$ cat src/rtl/arrow_row_scheduler.sv
//------------------------------------------------------------------------------
// arrow_row_scheduler: frame-paced chart-row fetch, table scroll and strip load.
// Revision: 1.0
//------------------------------------------------------------------------------
`default_nettype none

module arrow_row_scheduler #(
    parameter int FRAMES_PER_ROW = 8,
    parameter int ADDR_W         = 8,
    parameter int CHART_DEPTH    = 256
) (
    input  logic              clk,
    input  logic              reset,
    input  logic              vs,
    input  logic              start,
    input  logic              pause,
    output logic [ADDR_W-1:0] chart_addr,
    input  logic [4:0]        chart_data,
    output logic              shift_up,
    output logic [3:0]        strip_arrows,
    output logic              strip_valid,
    output logic [15:0]       row_count,
    output logic              busy,
    output logic              done
);

    localparam int                c_cnt_w     = (FRAMES_PER_ROW > 1) ? $clog2(FRAMES_PER_ROW) : 1;
    localparam logic [c_cnt_w-1:0] c_last_cnt = c_cnt_w'(FRAMES_PER_ROW - 1);
    localparam logic [ADDR_W-1:0]  c_last_addr = ADDR_W'(CHART_DEPTH - 1);

    typedef enum logic [2:0] {
        S_IDLE    = 3'd0,
        S_RUN     = 3'd1,
        S_FETCH   = 3'd2,
        S_CAPTURE = 3'd3,
        S_DONE    = 3'd4
    } state_t;

    state_t              state_q, state_d;
    logic [c_cnt_w-1:0]  frame_cnt_q, frame_cnt_d;
    logic [ADDR_W-1:0]   chart_addr_q, chart_addr_d;
    logic                shift_up_q, shift_up_d;
    logic                strip_valid_q, strip_valid_d;
    logic [3:0]          strip_arrows_q, strip_arrows_d;
    logic [15:0]         row_count_q, row_count_d;
    logic                vs_s1_q, vs_s2_q, vs_prev_q;
    logic                frame_tick;

    // Sync chain resets high so a vs already high at release is not seen as an edge.
    always_ff @(posedge clk or posedge reset) begin
        if (reset) begin
            vs_s1_q   <= 1'b1;
            vs_s2_q   <= 1'b1;
            vs_prev_q <= 1'b1;
        end else begin
            vs_s1_q   <= vs;
            vs_s2_q   <= vs_s1_q;
            vs_prev_q <= vs_s2_q;
        end
    end

    assign frame_tick = vs_s2_q & ~vs_prev_q;

    always_ff @(posedge clk or posedge reset) begin
        if (reset) begin
            state_q        <= S_IDLE;
            frame_cnt_q    <= '0;
            chart_addr_q   <= '0;
            shift_up_q     <= 1'b0;
            strip_valid_q  <= 1'b0;
            strip_arrows_q <= 4'd0;
            row_count_q    <= 16'd0;
        end else begin
            state_q        <= state_d;
            frame_cnt_q    <= frame_cnt_d;
            chart_addr_q   <= chart_addr_d;
            shift_up_q     <= shift_up_d;
            strip_valid_q  <= strip_valid_d;
            strip_arrows_q <= strip_arrows_d;
            row_count_q    <= row_count_d;
        end
    end

    always_comb begin
        state_d        = state_q;
        frame_cnt_d    = frame_cnt_q;
        chart_addr_d   = chart_addr_q;
        shift_up_d     = 1'b0;
        strip_valid_d  = 1'b0;
        strip_arrows_d = strip_arrows_q;
        row_count_d    = row_count_q;

        case (state_q)
            S_IDLE, S_DONE: begin
                if (start) begin
                    frame_cnt_d    = '0;
                    chart_addr_d   = '0;
                    row_count_d    = 16'd0;
                    strip_arrows_d = 4'd0;
                    state_d        = S_RUN;
                end
            end
            S_RUN: begin
                if (frame_tick && !pause) begin
                    if (frame_cnt_q == c_last_cnt) begin
                        frame_cnt_d = '0;
                        state_d     = S_FETCH;
                    end else begin
                        frame_cnt_d = frame_cnt_q + c_cnt_w'(1);
                    end
                end
            end
            S_FETCH: begin
                state_d = S_CAPTURE;
            end
            S_CAPTURE: begin
                // End marker terminates playback without scrolling the table.
                if (chart_data[4]) begin
                    state_d = S_DONE;
                end else begin
                    shift_up_d     = 1'b1;
                    strip_valid_d  = 1'b1;
                    strip_arrows_d = chart_data[3:0];
                    if (row_count_q != 16'hFFFF) begin
                        row_count_d = row_count_q + 16'd1;
                    end
                    if (chart_addr_q == c_last_addr) begin
                        state_d = S_DONE;
                    end else begin
                        chart_addr_d = chart_addr_q + ADDR_W'(1);
                        state_d      = S_RUN;
                    end
                end
            end
            default: begin
                state_d = S_IDLE;
            end
        endcase
    end

    assign chart_addr   = chart_addr_q;
    assign shift_up     = shift_up_q;
    assign strip_valid  = strip_valid_q;
    assign strip_arrows = strip_arrows_q;
    assign row_count    = row_count_q;
    assign busy         = (state_q == S_RUN) || (state_q == S_FETCH) || (state_q == S_CAPTURE);
    assign done         = (state_q == S_DONE);

endmodule

`default_nettype wire

$ cat config.mk
export PLATFORM = sky130hd
export DESIGN_NAME = arrow_row_scheduler
export DESIGN_NICKNAME = d
export VERILOG_FILES = /design/src/rtl/arrow_row_scheduler.sv
export SDC_FILE = /design/constraint.sdc
export NUM_CORES = 1
export LEC_CHECK = 0
export CORE_ASPECT_RATIO = 1.25
export CORE_UTILIZATION = 37
export CTS_CLUSTER_SIZE = 40
export DETAILED_ROUTE_END_ITERATION = 6
export SETUP_SLACK_MARGIN = 0.5
export SLEW_MARGIN = 25
export SYNTH_ARGS = -nofsm -noshare
export SYNTH_HDL_FRONTEND = slang
export SYNTH_SLANG_ARGS = --single-unit
$ cat constraint.sdc
create_clock -name clk -period 5.2 [get_ports clk]
set_input_delay 1.04 -clock clk [delete_from_list [all_inputs] [get_ports clk]]
set_output_delay 1.04 -clock clk [all_outputs]
set_load 0.005 [all_outputs]
==> Word-level counts from Yosys, hierarchy flattened <==
Index checks and enable logic that the tools add are counted.
{ "word_totals": {"in_bits": 10, "regBits": 38} }
{ "op_classes": {"eq_ne": 13, "n_addsub": 3, "reduce_logical": 13, "bitwise": 2, "n_mux": 23} }
{ "ops": {"columns": ["op", "n"], "rows": [
  ["16-bit 2-to-1 mux", 3],
  ["16-bit case mux with 2 select lines", 1],
  ["3-bit 2-to-1 mux", 8],
  ["8-bit 2-to-1 mux", 3],
  ["16-bit by 1-bit adder with 16-bit output, second input constant", 1],
  ["16-bit != test, second input constant", 1],
  ["8-bit case mux with 2 select lines", 1],
  ["2-bit != test, second input constant", 6],
  ["3-bit case mux with 4 select lines", 1],
  ["3-bit AND reduction", 3],
  ["8-bit by 1-bit adder with 8-bit output, second input constant", 1],
  ["8-bit == test, second input constant", 1],
  ["4-bit 2-to-1 mux", 2],
  ["4-bit case mux with 2 select lines", 1],
  ["4-bit AND reduction", 2],
  ["3-bit by 2-bit == test with 1-bit output, second input constant", 2],
  ["3-bit == test, second input constant", 2],
  ["3-bit case mux with 2 select lines", 1],
  ["2-bit nonzero test", 2],
  ["3-bit by 1-bit adder with 3-bit output, second input constant", 1],
  ["3-bit by 1-bit == test with 1-bit output, second input constant", 1],
  ["3-bit zero test", 1],
  ["1-bit logical OR", 2],
  ["1-bit 2-to-1 mux", 2],
  ["5 further kinds", 5]
]} }

==> Depth between registers and ports, before layout <==
{ "logic_depth": {"word_depth": 5, "mapped_depth": 8, "depth_no_buf": 6} }

==> Worst setup path after synthesis <==
No wires, ideal clock.
{ "synth_timing": {"kind": "input to register", "startpoint": "input chart_data[4]", "endpoint": "register chart_addr_q[7] (netlist: chart_addr[7])", "setup_slack_ps": 2753, "path_stages": 6, "path_buffers": 1, "setup_time_ps": 66, "arrival_ps": 2381, "required_time_ps": 5134, "path_cell_list": "and4bb_1 buf_6 nor2_2 or3_4 or4_1 nand2_1"} }
{ "synth_via": {"elab_chain_len": 2} }
{ "synth_rtl": {"columns": ["element", "line_no", "rtl"], "rows": [
  ["from (decl)", "18", "input logic [4:0] chart_data,"],
  ["2-bit != test (no source line)", null, null],
  ["4-bit AND reduction (no source line)", null, null],
  ["to (signal assigned)", "76", "chart_addr_q <= chart_addr_d;"],
  ["to (decl)", "41", "logic [ADDR_W-1:0] chart_addr_q, chart_addr_d;"]
]} }
Every way passes these cells.
A chain may end at the register's enable or synchronous reset.

==> Final worst setup path <==
{ "layout_timing": {"startpoint": "input chart_data[4]", "endpoint": "register row_count_q[11] (netlist: row_count[11])"} }
{ "layout_via": {"elab_chain_len": 2} }
{ "layout_rtl": {"columns": ["element", "line_no", "rtl"], "rows": [
  ["2-bit != test (no source line)", null, null],
  ["4-bit AND reduction (no source line)", null, null],
  ["to (signal assigned)", "80", "row_count_q <= row_count_d;"],
  ["to (decl)", "45", "logic [15:0] row_count_q, row_count_d;"]
]} }
Every way passes these cells.

==> key figures <==
Run status
  • Status: finished clean

Timing
  • RSZ-0062 raised after global routing: no
  • Final setup TNS: 0 ns
  • Worst setup margin: 2.29 ns
  • Worst Max-Slew Pin Slew: ~0.91 ns
  • Max Clock Freq: 0.344 GHz
  • Slew Limit Headroom: 38.7%
  • Tmin final: 2.91 ns
  • Hold WS: 0.363 ns
  • Clock Skew: 0.00390 ns
  • Final setup vio count: 0
  • Endpoints failing hold: 0
  • Final worst-path cycle share: 55.9%
  • Max Slew Vio Count: 0

Placement
  • Routability congestion estimate: between 0.7 and 0.8
  • Pre-CTS WS: between 1.5 and 2 ns
  • Port Buffer Count: 41
  • Post-DP HPWL: ~3000 um
  • Post-place instance area: 2380 um2

Global route
  • Total global routing overflow: 0
  • GRT Overall Usage: 17.6%
  • Number of global-route vias before repair: 1520
  • Largest net degree at the start of global routing: 39
  • First-pass GRT wire length: around 7400 um
  • Antenna violations before repair: 0

Clock tree
  • Postcts setup bufs: 0
  • Root Buffer: clkbuf_8
  • Post_cts resized: 0
  • H-tree depth: 2
  • Clock Sinks: 38
  • TritonCTS clock tree: done
  • Clk_lat worst skew: ~0.28 ns
  • Hold_buf cts: 0
  • Clk buf depth: 2
  • Number of buffers created by CTS: 5
  • Clock transition at the registers of the reported paths: about 0.070 ns

Critical path
  • FF-to-FF path depth: 6
  • R2R setup slack: ~2.7 ns
  • Crit. Startpoint: chart_data[4]
  • Crit path buf inv count: 1
  • Worst path depth: 6
  • Critical Path Max Stage Delay: 0.53 ns
  • Worst path top cell family by delay: simple AND/OR/NAND/NOR gates
  • Worst path arrival time: 3.09 ns
  • End of the critical path: row_count[11]
  • CP max stage cell: clkdlybuf4s50_1
  • Crit path cell chain: clkdlybuf4s50_1 -> and4bb_1 -> nor2_2 -> a41o_1 -> o21ai_0 -> o31ai_1
  • Worst setup SP type: primary input
  • Worst path required time: 5.38 ns
  • Peak fanout along the critical path: 17
  • Reg2reg start: row_count[0]
  • Setup crit end kind: flip-flop
  • Crit Reg-Reg Endpoint: row_count[2]
  • CP Class: in -> reg

Yosys
  • Post-synthesis sequential area ratio: roughly 49%
  • Syn Std Cell Area: 1930 um2
  • Synthesized area per cell: approximately 9 um2
  • Share of synthesized registers carrying an async set or reset: 100%
  • Main flop type after synthesis: dfrtp_1
  • Synth Register Bits: 38
  • Cells after Synth: 210
  • Cell variety after synth: 43
  • Syn. warnings: 0
  • Post-synth EDFFs: 0
  • Synthesized Nets: around 220

Detailed routing
  • Total Routed Length: 4280 um
  • Wire per inst: 13.7 um
  • Starting DRT DRC Count: 113
  • DRC Markers: 0
  • Via count: 1725
  • Pre-antenna DRT Iters: 4
  • Vias per inst: 5.53
  • ANT nets after route: 0

Final layout
  • Commonest cells after routing, fill and taps aside: 41 x clkdlybuf4s50_1, 35 x dfrtp_1, 29 x nand2_1, 29 x o21ai_0, 17 x nand3_1
  • NumNets Final: roughly 260
  • Post-route cell area: 2470 um2
  • Leading cell type in the layout, fill and taps excluded: clkdlybuf4s50_1
  • Final core occ: 48.9%
  • Fillers: approximately 500
  • Antenna Diode Count: 0
  • Share of cells above drive strength 1: 6.00%
  • Area grow syn2layout: 27.7%

Worst hold path
  • Worst hold path type: reg -> reg

Die
  • Starting density of the core: 38.3%
  • FP Rows: 29
  • Core box area: between 5000 and 6000 um2
  • IO Pins: 42
  • Die height: 82.8 um
  • Die area: between 5000 and 6000 um2
  • Die width: 66.6 um

Power
  • Cell Pwr Density: 272 nW/um2
  • Lkg Pwr: 1.02 nW
  • Maximum vdd drop: 111 uV

Flow run
  • Max_cap viols: 0
==> worst min-delay path by stage <==
stage / start / to / cells after the start
final: vs_s1_q / vs_s2_q / 0
after global routing: vs_s1_q / vs_s2_q / 0
after global placement: vs_s1_q / vs_s2_q / 0
after CTS: vs_s1_q / vs_s2_q / 0
after floorplan: vs_s1_q / vs_s2_q / 0
after detailed placement: vs_s1_q / vs_s2_q / 0
==> layout make-up <==
type / count / area (um2) / area share [%]
multi-input combinational: 155 / 901 / 36.5
timing repair buffer: 42 / 418 / 16.9
inverter: 7 / 26.3 / 1.06
clock buffer: 8 / 90.1 / 3.65
tap: 62 / 77.6 / 3.14
sequential: 38 / 955 / 38.7
==> sequential cells by signal, summed over array words and instances (netlist names) <==
| register | count |
|---|---|
| frame_cnt_q | 3 |
| strip_arrows | 4 |
| vs_prev_q | 1 |
| vs_s2_q | 1 |
| chart_addr | 8 |
| strip_valid | 1 |
| state_q | 3 |
| vs_s1_q | 1 |
| row_count | 16 |
==> Yosys cell counts, types with 2 or more instances <==
cell type / number / area, um2
nor2b_1: 2 / 12.5
inv_1: 7 / 26.3
ha_1: 4 / 50.1
a31oi_1: 3 / 18.8
nor3b_1: 2 / 15.0
nor4_1: 2 / 12.5
or4_1: 2 / 15.0
a21oi_1: 7 / 35.0
o41ai_1: 2 / 17.5
dfstp_2: 3 / 78.8
dfrtp_1: 35 / 876
o21ai_0: 29 / 145
clkbuf_1: 7 / 26.3
o31ai_1: 8 / 60.1
nand2_1: 29 / 109
a41oi_1: 2 / 17.5
and4_1: 2 / 17.5
nor2_1: 13 / 48.8
and2_1: 4 / 25.0
and3_1: 3 / 18.8
xnor2_1: 3 / 26.3
nand4_1: 3 / 18.8
nor3_1: 2 / 10.0
nand3_1: 17 / 85.1
==> per-layer routing <==
metal  track usage (%)  up-vias  share of wire (%)
li1                  -      832                  -
met1              22.8      843                 46
met2              28.8       43                 49
met3              3.96        7                3.9
met4              5.96        0                1.4
met5                 0        -                  0
==> cells by family (layout without fill, tap and decap cells) <==
family / Yosys count / after routing / synth area share [%]
xor+xnor: 3 / 3 / 1.36
mux: 2 / 2 / 1.10
fa+ha+maj: 4 / 4 / 2.59
simple gates: 90 / 90 / 24.4
buf+inv: 17 / 57 / 3.95
flops: 38 / 38 / 49.4
compound gates: 56 / 56 / 17.2
==> report_power, final <==
| group | switching, mW | internal, mW | leakage (nW) |
|---|---|---|---|
| Combinational | 0.0636 | 0.0550 | 0.460 |
| Sequential | 0.0254 | 0.319 | 0.512 |
| Clock | 0.0991 | 0.108 | 0.0455 |
==> per-stage QoR <==
stage	std cells	power, mW
4_1_cts	312	0.680
3_3_place_gp	304	0.471
5_1_grt	312	0.717
6_report	312	0.670
3_5_place_dp	304	0.472
2_1_floorplan	210	0.420
No activity file was read; power rests on OpenSTA's default activity.
